File: config.mk
export PLATFORM = sky130hd
export DESIGN_NAME = vpp_vertex_scheduler
export DESIGN_NICKNAME = d
export VERILOG_FILES = /design/src/rtl/vpp_vertex_scheduler.sv
export SDC_FILE = /design/constraint.sdc
export NUM_CORES = 1
export LEC_CHECK = 0
export BUFFER_PORTS_ARGS = -buffer_cell sky130_fd_sc_hd__buf_2
export CORE_UTILIZATION = 40
export CTS_BUF_LIST = sky130_fd_sc_hd__clkbuf_16
export CTS_CLUSTER_SIZE = 30
export DETAILED_ROUTE_END_ITERATION = 8
export HOLD_SLACK_MARGIN = 0.06
export PLACE_DENSITY_LB_ADDON = 0.25
export SLEW_MARGIN = 15
export SYNTH_ARGS = -nofsm -noshare
export SYNTH_HDL_FRONTEND = slang
export SYNTH_SLANG_ARGS = --single-unit
export TNS_END_PERCENT = 100
File: constraint.sdc
create_clock -name clk -period 6 [get_ports clk]
set_input_delay 0.3 -clock clk [delete_from_list [all_inputs] [get_ports clk]]
set_output_delay 0.3 -clock clk [all_outputs]
set_load 0.1 [all_outputs]
File: src/rtl/vpp_vertex_scheduler.sv
// Vertex scheduler for one vertex_post_processor (VPP) instance.
// Walks a batch of clip-space vertices: reads each one from the clip-space
// RAM, hands it to the VPP, and stores the pixel-space result plus its
// invalid flag in the screen-space RAM at the same index. Reports batch
// completion and how many vertices the VPP rejected.
//
// VPP handshake: o_vpp_vertex_dv is only raised while i_vpp_ready is high,
// so every dv cycle is a transfer. dv lasts exactly one cycle per vertex, and
// the next vertex is not offered until i_vpp_done has returned for the
// current one. o_vpp_vertex stays constant from LATCH until the next LATCH.
module vpp_vertex_scheduler #(
   parameter int IV_DATAWIDTH = 24,
   parameter int OV_DATAWIDTH = 12,
   parameter int ADDR_WIDTH   = 8
) (
   input  logic                             clk,
   input  logic                             rstn,
   input  logic                             start,
   input  logic [ADDR_WIDTH:0]              num_vertices,
   output logic                             busy,
   output logic                             finished,
   output logic [ADDR_WIDTH:0]              invalid_count,
   output logic [ADDR_WIDTH-1:0]            o_vmem_addr,
   input  logic signed [4*IV_DATAWIDTH-1:0] i_vmem_data,
   output logic signed [4*IV_DATAWIDTH-1:0] o_vpp_vertex,
   output logic                             o_vpp_vertex_dv,
   input  logic                             i_vpp_ready,
   input  logic signed [3*OV_DATAWIDTH-1:0] i_vpp_vertex_pixel,
   input  logic                             i_vpp_done,
   input  logic                             i_vpp_invalid,
   output logic [ADDR_WIDTH-1:0]            o_ssmem_addr,
   output logic                             o_ssmem_we,
   output logic signed [3*OV_DATAWIDTH-1:0] o_ssmem_data,
   output logic                             o_ssmem_invalid,
   output logic [2:0]                       state_dbg
);

   typedef enum logic [2:0] {
      S_IDLE  = 3'd0,
      S_FETCH = 3'd1,
      S_LATCH = 3'd2,
      S_ISSUE = 3'd3,
      S_WAIT  = 3'd4,
      S_WRITE = 3'd5,
      S_DONE  = 3'd6
   } state_t;

   state_t              state;
   state_t              state_next;
   // idx carries one extra bit so a full 2^ADDR_WIDTH batch ends without wrap.
   logic [ADDR_WIDTH:0] idx;
   logic [ADDR_WIDTH:0] n_lat;
   logic [ADDR_WIDTH:0] idx_inc;

   assign idx_inc   = idx + 1'b1;
   assign state_dbg = state;

   // State register; synchronous active-low reset drops any batch in flight.
   always_ff @(posedge clk) begin
      if (!rstn) state <= S_IDLE;
      else       state <= state_next;
   end

   // Next-state selection and the state-decoded control outputs.
   always_comb begin
      state_next      = state;
      busy            = (state != S_IDLE);
      finished        = 1'b0;
      o_vpp_vertex_dv = 1'b0;
      o_ssmem_we      = 1'b0;
      o_vmem_addr     = idx[ADDR_WIDTH-1:0];
      case (state)
         S_IDLE: begin
            if (start) begin
               if (num_vertices == '0) state_next = S_DONE;
               else                    state_next = S_FETCH;
            end
         end
         S_FETCH: state_next = S_LATCH;
         S_LATCH: state_next = S_ISSUE;
         S_ISSUE: begin
            if (i_vpp_ready) begin
               o_vpp_vertex_dv = 1'b1;
               state_next      = S_WAIT;
            end
         end
         S_WAIT: begin
            if (i_vpp_done) state_next = S_WRITE;
         end
         S_WRITE: begin
            o_ssmem_we = 1'b1;
            if (idx_inc == n_lat) state_next = S_DONE;
            else                  state_next = S_FETCH;
         end
         S_DONE: begin
            finished   = 1'b1;
            state_next = S_IDLE;
         end
         default: state_next = S_IDLE;
      endcase
   end

   // Batch bookkeeping, vertex capture and result capture.
   always_ff @(posedge clk) begin
      if (!rstn) begin
         idx             <= '0;
         n_lat           <= '0;
         invalid_count   <= '0;
         o_vpp_vertex    <= '0;
         o_ssmem_addr    <= '0;
         o_ssmem_data    <= '0;
         o_ssmem_invalid <= 1'b0;
      end else begin
         case (state)
            S_IDLE: begin
               if (start) begin
                  n_lat         <= num_vertices;
                  idx           <= '0;
                  invalid_count <= '0;
               end
            end
            S_LATCH: o_vpp_vertex <= i_vmem_data;
            S_WAIT: begin
               if (i_vpp_done) begin
                  o_ssmem_data    <= i_vpp_vertex_pixel;
                  o_ssmem_invalid <= i_vpp_invalid;
                  o_ssmem_addr    <= idx[ADDR_WIDTH-1:0];
               end
            end
            S_WRITE: begin
               idx <= idx_inc;
               if (o_ssmem_invalid) invalid_count <= invalid_count + 1'b1;
            end
            default: ;
         endcase
      end
   end

endmodule

==> impl_metrics.toml <==
[outcome]
status = "finished, final reports clean"

[cells_and_area]
instances_no_fill = 1343
syn_to_final_growth_pct = 30.1
layout-drive-gt1-share = 0.320
fillers = 1716
final_nets = 1255
insertedDiodeCount = 0

[global_routing]
grt_max_degree = 97
overflow = 0
grt_usage = 0.205
grt_pass1_vias = 5827
antenna_found_initial = 0
grt_pass1_wl_um = 29500

[drt]
route.detailed.drc = 0
drt_wl_total_um = 18700
viasPerCell = 4.75
vias = 6381
routedWlPerCell_um = 13.9
drt-initial-drc-count = 371
first_pass_iters = 4
antenna_left = 0

[clock_network]
clockBufferDepth = 2
cts_hold_buffers = 0
cts_htree_levels = 4
clk_latency_ns = 0.41
cts_tree = "yes"
numCtsBuffers = 17
clock_sinks = 171
clk_pin_slew_ns = 0.06
cts_resized = 0
cts_setup_buffers = 0
cts_root_buffer = "clkbuf_16"

[sta]
rsz0062_at_grt = "false"
worstMarginPinSlew_ns = 1.03
fin_ws_ns = 3.49
fin_skew_ns = 0.00737
relSlewSlack = 0.315
fmax_mhz = 398
period_share = 0.419
timing.final.crit_period_ns = 2.51
tns_ns = 0
drv_slew = 0
hold_violations = 0
finalSetupViolCount = 0

[worst_setup_path]
critPathMaxFanout = 12
critPathArrivalTime_ns = 2.21
end_kind = "output port"
worstPathRequired_ns = 5.70
path_class = "reg2out"
worst_setup_path_start_kind = "flop"

[synth]
synth.distinct_cells = 60
synth_compound_area_frac = 0.211
synth.mux.area_fraction = 0.00142
synth_area_leaders = "dfxtp_1 49%, nand2_1 17%, a21boi_0 16%"
synthArstFlopShare = 0
synth_top_area_frac = 0.487
ys_ff_latch = 171
synth_common_cells = "316 x nand2_1, 171 x dfxtp_1, 148 x a21boi_0, 42 x clkbuf_1, 14 x buf_4"
syn_area_mm2 = 0.00703
synth_xor_xnor_area_share = 0.0150
synthAdderAreaFrac = 0.00356
syn_inst = 839
synth_edf_count = 0
synth.most_common_cell = "nand2_1"
synth-seq-area-share = 0.487
ys_warn_count = 0
synth_top_family_by_area = "simple AND/OR/NAND/NOR gates"
synth_ff_type = "dfxtp_1"
syn_avg_cell_area_um2 = 8.38
synth_simple_gate_area_frac = 0.233
synth_top_cell_by_area = "dfxtp_1"
syn-num-nets = 988

[placement]
place_congestion = 0.806
place_ws_ns = 3.60
dp_hpwl_um = 12800
dp_cells = 1312
io_buffer_count = 311

[floorplanning]
initial_core_util = 0.408
die_y_um = 135
coreArea_mm2 = 0.0172
ios = 312
row_count = 48
die_x_um = 135
dieArea_mm2 = 0.0181

[power_and_ir_drop]
p_leak_nw = 3.98
power_frac_comb = 0.200
sequentialPowerShare = 0.428
switching_share = 0.327
p_sw_w = 0.000925
clockPowerShare = 0.372
ir_worst_vdd_v = 0.000184
intPower_w = 0.00191
powerDensity_mw_per_mm2 = 310

[hold_path]
hold_class = "in2reg"

[flow_run]
maxCapViolations = 0
[layer usage]
layer | global-route usage | part of all wire | up-vias
met1 | 0.251 | 0.44 | 2899
met4 | 0.0662 | 0.018 | 0
li1 | - | - | 3294
met2 | 0.338 | 0.48 | 168
met5 | 0 | 0 | -
met3 | 0.0672 | 0.063 | 20
[layout make-up]
cell class / instances / area (um2) / share of cell area
inverters: 4 / 16.3 / 0.00178
clock inverters: 14 / 133 / 0.0145
multi-input cells: 596 / 3270 / 0.358
repair buffers: 316 / 1600 / 0.175
well taps: 225 / 282 / 0.0308
flip-flops and latches: 171 / 3420 / 0.374
clock buffers: 17 / 425 / 0.0465
[flip-flops by register name (all words and copies together) (netlist names)]
| signal | flops |
|---|---|
| o_vpp_vertex | 96 |
| o_ssmem_data | 36 |
| idx | 9 |
| invalid_count | 9 |
| n_lat | 9 |
| o_ssmem_addr | 8 |
| state_dbg | 3 |
| o_ssmem_invalid | 1 |
[worst paths after layout]
| check | start | endpoint | slack, ns | cells after the start |
|---|---|---|---|---|
| hold / removal | i_vmem_data[60] | o_vpp_vertex[60] | 0.13 | 3 |
| setup reg to reg | idx[0] | state_dbg[0] | 3.59 | 6 |
| hold reg to reg | o_vpp_vertex[62] | o_vpp_vertex[62] | 0.45 | 2 |
| setup / recovery | state_dbg[2] | o_ssmem_we | 3.49 | 4 |
[logic make-up after synthesis]
kind of cell | after synthesis
flops | 171
fa+ha+maj | 2
mux | 1
xor+xnor | 12
buf+inv | 72
compound gates | 199
simple gates | 382
[critical path, stage by stage, from the launching register on]
cell and delay (ns):
dfxtp_1 0.64, nor2b_4 0.28, nand2_2 0.19, clkinv_2 0.23, buf_2 0.46
[metrics by stage]
step                hold WS [ns]  area [um2]  utilization  total power (W)
global placement           0.439        8590        0.498          0.00181
CTS                        0.106        9150        0.531          0.00287
floorplan                  0.435        7030            -          0.00168
global route               0.120        9150        0.531          0.00295
finish                     0.127        9150        0.531          0.00283
detailed placement         0.442        8590        0.498          0.00181
[power groups by stage]
stage          Clock [W]  Sequential (W)  Combinational, W
2_1_floorplan          0         0.00153          0.000156
6_report         0.00105         0.00121          0.000567
4_1_cts          0.00109         0.00121          0.000572
3_5_place_dp           0         0.00124          0.000571
3_3_place_gp           0         0.00124          0.000570
5_1_grt          0.00113         0.00122          0.000600
[cell usage in the layout, fill, tap and decap left out, drive strengths merged, types with 2 or more instances in the layout]
master	synthesis	routed
nand3	5	5
inv	3	8
clkinv	1	7
nor4	3	3
and3b	2	2
o311ai	2	2
nand2	317	317
nor3b	3	3
a21boi	155	155
nand3b	2	2
o31ai	2	2
o21a	2	2
nor2	13	13
and4	2	2
nand2b	2	2
xnor2	7	7
xor2	5	5
bufinv	0	2
a21o	2	2
and2	6	6
or4	2	2
a21oi	10	10
o31a	3	3
dfxtp	171	171
and4b	2	2
buf	26	316
o21ai	13	13
nor2b	3	3
clkbuf	42	17
ha	2	2
or3	9	9
a31oi	2	2
nand4	5	5
Note: power is estimated with default switching activity, not from simulation.
